**config.mk**
```make
export PLATFORM = sky130hd
export DESIGN_NAME = game_ctrl
export DESIGN_NICKNAME = d
export VERILOG_FILES = /design/src/rtl/game_ctrl.sv
export SDC_FILE = /design/constraint.sdc
export NUM_CORES = 1
export LEC_CHECK = 0
export CAP_MARGIN = 10
export CORE_ASPECT_RATIO = 1.25
export CORE_MARGIN = 2
export CORE_UTILIZATION = 30
export CTS_BUF_LIST = sky130_fd_sc_hd__clkbuf_16
export CTS_CLUSTER_SIZE = 16
export DETAILED_ROUTE_END_ITERATION = 8
export DONT_BUFFER_PORTS = 1
export GPL_TIMING_DRIVEN = 0
export PLACE_DENSITY = 0.48
export SLEW_MARGIN = 15
export SYNTH_ARGS = -nofsm -noshare
export SYNTH_HDL_FRONTEND = slang
export SYNTH_SLANG_ARGS = --single-unit
```
**constraint.sdc**
```tcl
create_clock -name clk -period 5.3 [get_ports clk]
set_input_delay 0.53 -clock clk [delete_from_list [all_inputs] [get_ports clk]]
set_output_delay 0.53 -clock clk [all_outputs]
set_load 0.01 [all_outputs]
```
**src/rtl/game_ctrl.sv**
```systemverilog
// game_ctrl: top-level sequencer for the Flappy Bird playfield.
//   Runs the IDLE/ARM/PLAY/OVER game state machine and divides the clock into
//   game-step ticks. Between ticks it latches flap edges. On each tick it checks
//   for bird/pipe and floor collisions. It keeps a two-digit BCD score and the
//   best score seen since reset.
// Ports:
//   clk        system clock
//   reset      asynchronous active-low reset
//   start      debounced start button (rising edge used)
//   flap       debounced flap button (rising edge used)
//   bird_row   one-hot bird row, bit 0 = floor row
//   pipe_col   wall bits of the column the bird occupies
//   floor_hit  bird datapath reports a floor landing
//   tick       one-cycle game-step pulse
//   flap_req   flap command, valid while tick=1
//   game_reset one-cycle datapath reinit pulse (ARM)
//   playing    high in PLAY
//   game_over  high in OVER
//   score      current BCD score {tens, units}
//   hi_score   best BCD score since reset
module game_ctrl #(
  parameter int unsigned TICK_DIV    = 192,
  parameter int unsigned GRACE_TICKS = 2
) (
  input  logic       clk,
  input  logic       reset,
  input  logic       start,
  input  logic       flap,
  input  logic [7:0] bird_row,
  input  logic [7:0] pipe_col,
  input  logic       floor_hit,
  output logic       tick,
  output logic       flap_req,
  output logic       game_reset,
  output logic       playing,
  output logic       game_over,
  output logic [7:0] score,
  output logic [7:0] hi_score
);

  typedef enum logic [1:0] {
    S_IDLE,
    S_ARM,
    S_PLAY,
    S_OVER
  } state_t;

  localparam logic [7:0] DIV_LAST   = 8'(TICK_DIV - 1);
  localparam logic [3:0] GRACE_INIT = 4'(GRACE_TICKS);

  state_t     state_q, state_d;
  logic       start_q, flap_q;
  logic [7:0] div_q, div_d;
  logic [3:0] grace_q, grace_d;
  logic       pend_q, pend_d;
  logic [7:0] score_q, score_d;
  logic [7:0] hi_q, hi_d;

  logic start_rise, flap_rise, hit;

  // Saturating two-digit BCD increment.
  function automatic logic [7:0] bcd_inc(input logic [7:0] v);
    if (v == 8'h99) begin
      return v;
    end
    if (v[3:0] == 4'd9) begin
      return {v[7:4] + 4'd1, 4'd0};
    end
    return {v[7:4], v[3:0] + 4'd1};
  endfunction

  assign start_rise = start & ~start_q;
  assign flap_rise  = flap & ~flap_q;
  assign hit        = (|(bird_row & pipe_col)) | floor_hit;

  assign tick       = (state_q == S_PLAY) && (div_q == DIV_LAST);
  // An edge landing on the tick cycle itself is consumed by that tick.
  assign flap_req   = tick & (pend_q | flap_rise);
  assign game_reset = (state_q == S_ARM);
  assign playing    = (state_q == S_PLAY);
  assign game_over  = (state_q == S_OVER);
  assign score      = score_q;
  assign hi_score   = hi_q;

  always_comb begin
    state_d = state_q;
    div_d   = div_q;
    grace_d = grace_q;
    pend_d  = 1'b0;
    score_d = score_q;
    hi_d    = hi_q;
    case (state_q)
      S_IDLE: begin
        if (start_rise) state_d = S_ARM;
      end
      S_ARM: begin
        div_d   = '0;
        grace_d = GRACE_INIT;
        score_d = '0;
        state_d = S_PLAY;
      end
      S_PLAY: begin
        if (tick) begin
          div_d = '0;
          if (grace_q != '0) begin
            grace_d = grace_q - 4'd1;
          end else if (hit) begin
            state_d = S_OVER;
            if (score_q > hi_q) hi_d = score_q;
          end else if (pipe_col != '0) begin
            score_d = bcd_inc(score_q);
          end
        end else begin
          div_d  = div_q + 8'd1;
          pend_d = pend_q | flap_rise;
        end
      end
      S_OVER: begin
        if (start_rise) state_d = S_ARM;
      end
      default: state_d = S_IDLE;
    endcase
  end

  // Edge-detect registers reset to 1 so a button held through reset is not an edge.
  always_ff @(posedge clk or negedge reset) begin
    if (!reset) begin
      state_q <= S_IDLE;
      start_q <= 1'b1;
      flap_q  <= 1'b1;
      div_q   <= '0;
      grace_q <= '0;
      pend_q  <= 1'b0;
      score_q <= '0;
      hi_q    <= '0;
    end else begin
      state_q <= state_d;
      start_q <= start;
      flap_q  <= flap;
      div_q   <= div_d;
      grace_q <= grace_d;
      pend_q  <= pend_d;
      score_q <= score_d;
      hi_q    <= hi_d;
    end
  end

endmodule

```
==> flow_metrics.tcl <==
set metrics [dict create \
    hpwl_um 3400 \
    max_slew_margin_pct 57.6 \
    worst_hold_path_type "input pin to asynchronous set/reset pin" \
    track_usage_pct 13.9 \
    htree_num_levels 2 \
    cp-end-kind "register" \
    final_area_mm2 0.00229 \
    vias 1498 \
    yosys.area.top_type "dfrtp_1" \
    synthCells 205 \
    place_congestion 0.696 \
    rsz0062_at_grt "no" \
    drt_pre_antenna_iters 4 \
    power_leakage_nw 1.03 \
    drt_iter0_drc 87 \
    via_per_inst 4.98 \
    powerDensity_mw_per_mm2 237 \
    grt_max_degree 32 \
    cts_buffer_depth 2 \
    netlist_top_cells_area "dfrtp_1 (38%), ha_1 (12%), inv_1 (3.5%), nor2_1 (3.5%), mux2i_1 (3.5%)" \
    die_x_um 77.4 \
    finalSetupTns_ns 0 \
    coreArea_mm2 0.00652 \
    clk_pin_slew_ns 0.05 \
    multiInputGateArea_mm2 0.00110 \
    synth_seq_cells 33 \
    cts.sinks 33 \
    dieHeight_um 95.7 \
    final_common_cell "dfrtp_1" \
    fp-row-count 33 \
    synthToLayoutAreaGrowth_pct 13.2 \
    register_area_um2 828 \
    clock_latency_ns 0.28 \
    worstRegToRegCells 9 \
    timing.rr.start "state_q[0]" \
    layout_common_cells "dfrtp_1 (31), inv_1 (19), nor2_1 (19), ha_1 (19), o21ai_0 (14)" \
    dp_slack_ns 2.92 \
    ir_worst_vdd_mv 0.106 \
    start_util_pct 31.0 \
    worstPathRequired_ns 5.46 \
    clockRootBuffer "clkbuf_16" \
    wirelength_um 4620 \
    synth_cell_types 43 \
    rrSetupSlack_ns 2.92 \
    grt_pass1_vias 1573 \
    routedWlPerCell_um 15.3 \
    placed_area_mm2 0.00213 \
    drv_slew 0 \
    start_kind "register" \
    fin_crit_sh_pct 44.9 \
    drc 0 \
    syn_nets 245 \
    post_cts_resized 0 \
    finalCriticalPeriod_ns 2.38 \
    tightest_slew_ns 0.636 \
    cts_made_buffers 5 \
    critPathArrivalTime_ns 2.54 \
    grt_pass1_wl_um 7900 \
    ioPinCount 42 \
    path_max_fanout 10 \
    ant_nets 0 \
    critPathKind "register to register" \
    setup_viol 0 \
    drive_gt1_share_pct 11.2 \
    skew_ns 0.00406 \
    grt_overflow 0 \
    final.fill_count 677 \
    final_nets 253 \
    synth_warnings 0 \
    fmax_ghz 0.421 \
    io_buffers 0 \
    cts_tree "yes" \
    status "completed" \
    regToRegEndpoint "score[3]" \
    syn_avg_cell_area_um2 9.85 \
    hold_viol 0 \
    finalPower_w 0.000543 \
    antenna_found_initial 0 \
    diodes 0 \
    worst_slack_ns 2.92 \
    synth_top_area_share_pct 38.4 \
    dieArea_mm2 0.00741 \
    fin_util_pct 35.0 \
    syn_area_mm2 0.00202 \
    yosysSeqAreaShare_pct 41.0 \
    maxCapViolCount 0 \
]
metal layers:
metal | wire length, um | vias up | GRT usage (%)
met5 | 0 | - | 0
met4 | 55 | 0 | 3.72
met3 | 385 | 5 | 5.44
met2 | 2190 | 46 | 23.8
met1 | 1990 | 706 | 16.3
li1 | - | 741 | -
how the worst max path moves through the flow:
stage / from / endpoint / slack, ns / cells after the start
3_5_place_dp: state_q[0] / score[3] / 2.92 / 9
2_1_floorplan: state_q[0] / score[3] / 3.18 / 9
5_1_grt: state_q[0] / score[3] / 2.76 / 9
3_3_place_gp: state_q[0] / score[3] / 2.93 / 9
4_1_cts: state_q[0] / score[3] / 2.92 / 9
6_report: state_q[0] / score[3] / 2.92 / 9
cells by family (layout without fill, tap and decap cells):
logic type	after synthesis	count (layout)	synth area share (%)
and+or+nand+nor	70	70	17.9
AOI/OAI and AO/OA	42	42	15.6
DFF	33	33	41.0
buffers and inverters	23	32	4.71
adders and majority gates	19	19	11.8
muxes	13	13	6.82
xor gates and xnor gates	5	5	2.17
synthesized netlist by cell type:
master	number
nor2b_1	3
o22a_2	1
nor2_1	19
o31ai_4	1
a31oi_1	1
o211ai_1	2
dfstp_2	2
xnor2_1	4
nand3b_1	2
and2_1	1
ha_1	19
and4_1	1
a222oi_1	1
clkbuf_1	1
buf_6	1
nand4_1	5
nand2_1	12
buf_2	1
a221o_1	1
nor3_1	5
and3_1	3
and3b_1	1
o31ai_1	3
inv_1	19
or3_1	1
xor2_1	1
or2_4	1
a21o_1	4
o311ai_4	2
nand4b_1	1
o21ai_0	14
nor4_1	3
or3b_4	1
mux2_2	6
a22oi_1	2
dfrtp_1	31
a211oi_1	1
nand3_1	8
mux2i_1	7
a21oi_1	9
inv_2	1
or2_0	1
nand2b_1	2
critical path, stage by stage (launching register included):
cell	delay, ns
dfrtp_1	0.42
inv_1	0.09
ha_1	0.26
buf_6	0.18
inv_2	0.09
or2_0	0.22
buf_2	0.17
o311ai_4	0.44
nor2_1	0.10
a221o_1	0.30
timing repair:
| item | CTS | global route |
|---|---|---|
| buffers inserted | 0 | 0 |
| endpoints found under the hold margin | 31 | 0 |
| endpoints found under the setup margin | 0 | 0 |
| hold buffers | 1 | 0 |
metrics by stage:
step | instances | hold WS, ns
final | 301 | 0.0764
after global routing | 301 | 0.0795
after CTS | 301 | 0.0837
after detailed placement | 292 | 0.236
after global placement | 292 | 0.236
after floorplan | 205 | 0.234
cell type report:
type | count | area share, %
clock inverter | 3 | 0.547
sequential | 33 | 36.2
inverter | 20 | 3.28
timing repair buffer | 1 | 0.876
tap | 87 | 4.76
multi-input combinational | 149 | 47.9
buffer | 3 | 0.876
clock buffer | 5 | 5.47
power by group:
group / internal [W] / switching [W]
combinational: 0.00000384 / 0.00000866
sequential: 0.000253 / 0.000000151
clock: 0.000170 / 0.000107
total: 0.000427 / 0.000115
flip-flops by register name, summed over array words and instances (netlist names):
signal    flops
pend_q        1
div_q         8
start_q       1
grace_q       4
hi_score      8
score         8
state_q       2
flap_q        1
Power figures use the tool's default switching activity.
